==> src/rtl/fb_pkg.sv <==
// Shared frame-buffer constants and reader state encoding.
// Both the burst reader and the frame-buffer writer import this package.
package fb_pkg;
    localparam int FRAME_WIDTH  = 1920;
    localparam int FRAME_HEIGHT = 1080;
    localparam int FRAME_WORDS  = FRAME_WIDTH * FRAME_HEIGHT;
    localparam int ADDR_W       = 27;
    localparam int DATA_W       = 32;

    localparam logic [2:0] ST_IDLE  = 3'd0;
    localparam logic [2:0] ST_CHECK = 3'd1;
    localparam logic [2:0] ST_REQ   = 3'd2;
    localparam logic [2:0] ST_DRAIN = 3'd3;
    localparam logic [2:0] ST_DONE  = 3'd4;
endpackage

==> src/rtl/fb_sync_fifo.sv <==
// Show-ahead synchronous FIFO with occupancy count.
// A write into a full FIFO is accepted only when a read frees a slot in the same cycle.
module fb_sync_fifo #(
    parameter int WIDTH = 32,
    parameter int DEPTH = 64
) (
    input  logic                         clk,
    input  logic                         rst_n,
    input  logic                         wr_en,
    input  logic [WIDTH-1:0]             wr_data,
    input  logic                         rd_en,
    output logic [WIDTH-1:0]             rd_data,
    output logic                         empty,
    output logic                         full,
    output logic [$clog2(DEPTH):0]       count
);
    localparam int PTR_W = $clog2(DEPTH);
    localparam int CNT_W = PTR_W + 1;

    logic [WIDTH-1:0] mem [DEPTH];
    logic [PTR_W-1:0] wr_ptr_q, wr_ptr_d, rd_ptr_q, rd_ptr_d;
    logic [CNT_W-1:0] count_q, count_d;
    logic             do_wr, do_rd;

    always_comb begin
        do_rd    = rd_en && (count_q != '0);
        do_wr    = wr_en && ((count_q != CNT_W'(DEPTH)) || do_rd);
        // DEPTH is a power of two, so pointer roll-over is the wrap.
        wr_ptr_d = wr_ptr_q + PTR_W'(do_wr);
        rd_ptr_d = rd_ptr_q + PTR_W'(do_rd);
        count_d  = count_q + CNT_W'(do_wr) - CNT_W'(do_rd);
    end

    always_ff @(posedge clk or negedge rst_n) begin
        if (!rst_n) begin
            wr_ptr_q <= '0;
            rd_ptr_q <= '0;
            count_q  <= '0;
        end else begin
            wr_ptr_q <= wr_ptr_d;
            rd_ptr_q <= rd_ptr_d;
            count_q  <= count_d;
        end
    end

    always_ff @(posedge clk) begin
        if (do_wr) mem[wr_ptr_q] <= wr_data;
    end

    assign rd_data = mem[rd_ptr_q];
    assign empty   = (count_q == '0);
    assign full    = (count_q == CNT_W'(DEPTH));
    assign count   = count_q;
endmodule

==> src/rtl/fb_burst_reader.sv <==
// Reads one frame from DDR in fixed-length Avalon bursts and streams pixels out.
// Bursts are only issued when the FIFO has room for every word already in flight.
module fb_burst_reader #(
    parameter int ADDR_W      = fb_pkg::ADDR_W,
    parameter int DATA_W      = fb_pkg::DATA_W,
    parameter int BURST_LEN   = 8,
    parameter int FIFO_DEPTH  = 64,
    parameter int FRAME_WORDS = fb_pkg::FRAME_WORDS
) (
    input  logic              iCLK,
    input  logic              iRST_n,
    input  logic              iSTART,
    input  logic              local_init_done,
    input  logic              avl_waitrequest_n,
    output logic [ADDR_W-1:0] avl_address,
    output logic              avl_read,
    output logic              avl_burstbegin,
    output logic [3:0]        avl_size,
    input  logic              avl_readdatavalid,
    input  logic [DATA_W-1:0] avl_readdata,
    output logic [23:0]       oPIX_DATA,
    output logic              oPIX_VALID,
    input  logic              iPIX_READY,
    output logic              oBUSY,
    output logic              oFRAME_DONE,
    output logic              oOVERFLOW
);
    import fb_pkg::*;

    localparam int NUM_BURSTS = FRAME_WORDS / BURST_LEN;
    localparam int BIDX_W     = (NUM_BURSTS > 1) ? $clog2(NUM_BURSTS) : 1;
    localparam int CNT_W      = $clog2(FIFO_DEPTH) + 1;

    logic [2:0]        state_q, state_d;
    logic [ADDR_W-1:0] addr_q, addr_d;
    logic [CNT_W-1:0]  outst_q, outst_d;
    logic [BIDX_W-1:0] burst_q, burst_d;
    logic              ovf_q, ovf_d;

    logic [DATA_W-1:0] fifo_rdata;
    logic [CNT_W-1:0]  fifo_count;
    logic              fifo_empty, fifo_full;
    logic              rdv_live, pop, issue;
    logic              unused_hi;

    // Returns still in flight after a reset are ignored until the next frame starts.
    assign rdv_live  = avl_readdatavalid && (state_q != ST_IDLE);
    assign pop       = iPIX_READY && !fifo_empty;
    assign issue     = (state_q == ST_REQ) && avl_waitrequest_n;
    assign unused_hi = ^fifo_rdata[DATA_W-1:24];

    fb_sync_fifo #(
        .WIDTH (DATA_W),
        .DEPTH (FIFO_DEPTH)
    ) u_fifo (
        .clk     (iCLK),
        .rst_n   (iRST_n),
        .wr_en   (rdv_live),
        .wr_data (avl_readdata),
        .rd_en   (iPIX_READY),
        .rd_data (fifo_rdata),
        .empty   (fifo_empty),
        .full    (fifo_full),
        .count   (fifo_count)
    );

    always_comb begin
        state_d = state_q;
        addr_d  = addr_q;
        burst_d = burst_q;
        ovf_d   = ovf_q || (rdv_live && fifo_full && !pop);
        // A stray return with nothing outstanding must not wrap the counter.
        outst_d = outst_q + (issue ? CNT_W'(BURST_LEN) : '0)
                          - ((rdv_live && (outst_q != '0)) ? CNT_W'(1) : '0);
        case (state_q)
            ST_IDLE: begin
                addr_d  = '0;
                burst_d = '0;
                outst_d = '0;
                if (iSTART && local_init_done) state_d = ST_CHECK;
            end
            ST_CHECK: begin
                if (int'(fifo_count) + int'(outst_q) + BURST_LEN <= FIFO_DEPTH)
                    state_d = ST_REQ;
            end
            ST_REQ: begin
                if (issue) begin
                    if (burst_q == BIDX_W'(NUM_BURSTS - 1)) begin
                        state_d = ST_DRAIN;
                    end else begin
                        addr_d  = addr_q + ADDR_W'(BURST_LEN);
                        burst_d = burst_q + BIDX_W'(1);
                        state_d = ST_CHECK;
                    end
                end
            end
            ST_DRAIN: begin
                if ((outst_q == '0) && fifo_empty) state_d = ST_DONE;
            end
            ST_DONE:  state_d = ST_IDLE;
            default:  state_d = ST_IDLE;
        endcase
    end

    always_ff @(posedge iCLK or negedge iRST_n) begin
        if (!iRST_n) begin
            state_q <= ST_IDLE;
            addr_q  <= '0;
            outst_q <= '0;
            burst_q <= '0;
            ovf_q   <= 1'b0;
        end else begin
            state_q <= state_d;
            addr_q  <= addr_d;
            outst_q <= outst_d;
            burst_q <= burst_d;
            ovf_q   <= ovf_d;
        end
    end

    assign avl_read       = (state_q == ST_REQ);
    assign avl_burstbegin = avl_read;
    assign avl_address    = addr_q;
    assign avl_size       = 4'(BURST_LEN);
    assign oPIX_VALID     = !fifo_empty;
    assign oPIX_DATA      = fifo_empty ? 24'd0 : fifo_rdata[23:0];
    assign oBUSY          = (state_q != ST_IDLE);
    assign oFRAME_DONE    = (state_q == ST_DONE);
    assign oOVERFLOW      = ovf_q;
endmodule

==> config.mk <==
export PLATFORM = sky130hd
export DESIGN_NAME = fb_burst_reader
export DESIGN_NICKNAME = d
export VERILOG_FILES = /design/src/rtl/fb_pkg.sv /design/src/rtl/fb_sync_fifo.sv /design/src/rtl/fb_burst_reader.sv
export SDC_FILE = /design/constraint.sdc
export NUM_CORES = 1
export LEC_CHECK = 0
export BUFFER_PORTS_ARGS = -buffer_cell sky130_fd_sc_hd__buf_2
export CAP_MARGIN = 30
export CORE_MARGIN = 3
export CORE_UTILIZATION = 45
export CTS_BUF_LIST = sky130_fd_sc_hd__clkbuf_4 sky130_fd_sc_hd__clkbuf_8
export CTS_CLUSTER_SIZE = 24
export DETAILED_ROUTE_END_ITERATION = 10
export PLACE_DENSITY = 0.61
export SLEW_MARGIN = 20
export SYNTH_ARGS = -nofsm -noshare
export SYNTH_HDL_FRONTEND = slang
export SYNTH_HIERARCHICAL = 1
export SYNTH_SLANG_ARGS = --single-unit
==> constraint.sdc <==
create_clock -name iCLK -period 3.3 [get_ports iCLK]
set_input_delay 0.495 -clock iCLK [delete_from_list [all_inputs] [get_ports iCLK]]
set_output_delay 0.495 -clock iCLK [all_outputs]
set_load 0.05 [all_outputs]
==> results.tsv <==
stage	metric	value	unit
critical_path	worstSetupPathType	flop to output pin	
cells_and_area	multiInputGateArea	0.01534	sq mm
die	io_pins	100	
sta	finalSetupViolCount	24	
sta	fin_crit	4.273	ns
grt	grt_pass1_vias	34960	
cells_and_area	fin_cells	5767	
critical_path	arrival	3.78	ns
grt	use_met1	31.81	%
outcome	status	complete, but fails checks	
routing	vias	33800	
die	die_area	0.1461	sq mm
cells_and_area	drive_above_1_share	37.21	%
min_path	hold_start	avl_readdata[4]	
critical_path	required	2.80	ns
cells_and_area	ff_latch_area	0.04795	sq mm
cells_and_area	num-fill-cells	10590	
cells_and_area	fin_nets	3777	
die	core-area	0.1400	sq mm
power	peakVddDrop	1.539	mV
routing	totalWireLength	169500	um
synth	syn_area	0.06370	sq mm
critical_path	crit_top_cell	buf_12	
sta	hold_violations	0	
clock_network	clk_pin_slew	0.06	ns
power	leakage	0.02557	uW
cells_and_area	syn_to_final_growth	20.17	%
clock_network	clockBufferDepth	4	
sta	rsz0062_at_grt	yes	
sta	fin_ws	-0.9725	ns
clock_network	cts-root-buf	clkbuf_8	
routing	final_antenna_net_count	0	
grt	grt_pass1_wl	243400	um
grt	grt_busiest_layer	met2	
critical_path	worstPathCellList	buf_12 -> buf_16 -> buf_16 -> buf_12 -> mux4_2 -> mux4_2 -> o211ai_1 -> buf_4 -> o31ai_4 -> nor2b_4 -> buf_12	
placement	portBuffers	84	
synth	syn_area_per_cell	20.18	sq um
grt	grt_overflow_total	0	
die	initial_core_util	45.49	%
critical_path	cp_max_fo	8	
placement	dp.cells	5214	
routing	viasPerCell	5.861	
sta	fmax	0.2341	GHz
critical_path	r2r-start	u_fifo/count[2]	
critical_path	critPathBufInv	6	
critical_path	slowest_delay	0.53	ns
critical_path	startpoint	u_fifo/rd_ptr_q[0]	
cells_and_area	final_core_util	54.66	%
grt	antenna_found_initial	11	
clock_network	clock_insertion_delay_worst_skew	0.96	ns
sta	fin_crit_sh	129.5	%
die	die_h	382.2	um
clock_network	h-tree-depth	5	
critical_path	critPathSlowestCell	dfrtp_4	
sta	finClkSkew	0.08413	ns
placement	gp_congestion	0.8277	
clock_network	clkSinkCount	1608	
placement	dp_hpwl	98570	um
grt	met3_usage	5.369	%
critical_path	cp-end-kind	output pin	
clock_network	cts_inserted_buffers	278	
synth	synthCells	3157	
sta	slew_viol_final	0	
synth	yosysWarnings	6	
grt	grtUsageTotal	23.30	%
job	maxCapViolCount	0	
sta	tightest_slew	0.9996	ns
min_path	hp-class	input pin to flop	
routing	drt-initial-drc-count	3565	
grt	use_met2	37.16	%
outcome	violations	setup timing	
routing	dr.pass1.iters	5	
grt	grt_max_degree	73	
die	num_rows	137	
critical_path	timing.reg2reg.setup_slack	0.22	ns
routing	wire_per_inst	29.39	um
routing	route.detailed.drc	0	
die	die_w	382.2	um
sta	maxSlewHeadroom	33.36	%
critical_path	critPathTopFamily	buffers and inverters	
power	powerDensity	878.0	mW/mm^2
critical_path	startpoint_type	flop	
clock_network	cts_tree	done	
-- cells in the final DEF (no fill, tap or decap), drive strengths merged, types with 17 or more instances in the layout --
cell and n:
nor2 136, o221ai 35, edfxtp 1536, mux4 349
inv 38, clkinv 77, nand2 99, dfrtp 72
a211oi 19, nand3 31, mux2i 163, xnor2 35
ha 35, o22ai 24, buf 464, nor2b 40
nand4 17, a22oi 17, o21ai 52, clkbuf 379
a21oi 61
-- final timing paths --
path | endpoint | cells past startpoint
worst max register to register | u_fifo/count[6] | 17
max in group asynchronous | u_fifo/rd_ptr_q[0] | 4
worst max-delay path | oPIX_DATA[13] | 11
min in group asynchronous | avl_address[14] | 3
worst min register to register | avl_address[26] | 2
worst min-delay path | u_fifo/mem[20][4] | 1
-- state kept, by name, indices dropped and copies added, names as in the netlist --
| register | cells |
|---|---|
| state_q | 3 |
| u_fifo/rd_ptr_q | 6 |
| burst_q | 18 |
| avl_address | 24 |
| u_fifo/wr_ptr_q | 6 |
| u_fifo/mem | 1536 |
| oOVERFLOW | 1 |
| u_fifo/count | 7 |
| outst_q | 7 |
-- metal layers --
layer | vias to the layer above | part of all wire, %
met3 | 325 | 9.5
met2 | 1637 | 48
met4 | 4 | 3.1
li1 | 14000 | -
met5 | - | 0.011
met1 | 17830 | 39
-- worst register-to-register path, stage by stage (launching register included) --
cell	delay (ns)
dfrtp_1	0.41
inv_2	0.07
ha_1	0.14
nor4bb_4	0.33
nor2b_4	0.22
buf_4	0.13
buf_12	0.13
o21ai_0	0.10
nand2_1	0.10
ha_2	0.18
inv_1	0.06
fa_2	0.36
nand2b_1	0.16
a21oi_2	0.15
o21ai_1	0.07
a21oi_1	0.13
nor2_1	0.07
xnor2_1	0.12
-- per-stage QoR --
step                      hold WS [ns]  TNS [ns]  setup slack [ns]  total power [uW]  instance area [sq um]
after floorplan                 0.1994         0           0.02488             37630                  63720
after detailed placement        0.4564    -2.805           -0.5244             47470                  69370
after global placement          0.4504    -2.612           -0.5674             47050                  69180
after global routing           0.01882    -24.43            -1.079             69870                  76540
final                          0.05302    -21.48           -0.9725             67210                  76550
after CTS                   0.00004635    -24.14            -1.048             66810                  75990
-- repair_timing --
item                                    in CTS  in global routing
endpoints found under the setup margin      25                 26
resized for setup                          191                 92
endpoints found under the hold margin      243                 15
cloned                                       8                  1
setup buffers                               35                 30
pin swaps                                   20                 22
hold buffers                                15                  1
-- where the power goes --
group          internal, uW  switching (uW)  leakage, uW
combinational         12600           14300      0.00812
clock                  9260            7590      0.00269
sequential            23100             408       0.0148
-- area by class of cell --
class / instances / share of cell area [%]
sequential: 1608 / 62.63
clock buffer: 377 / 6.043
tap: 1876 / 3.066
antenna: 5 / 0.01634
timing repair buffer: 483 / 7.398
clock inverter: 89 / 0.6162
multi-input combinational: 1292 / 20.05
inverter: 37 / 0.1814
Note: power is estimated with default switching activity, not from simulation.
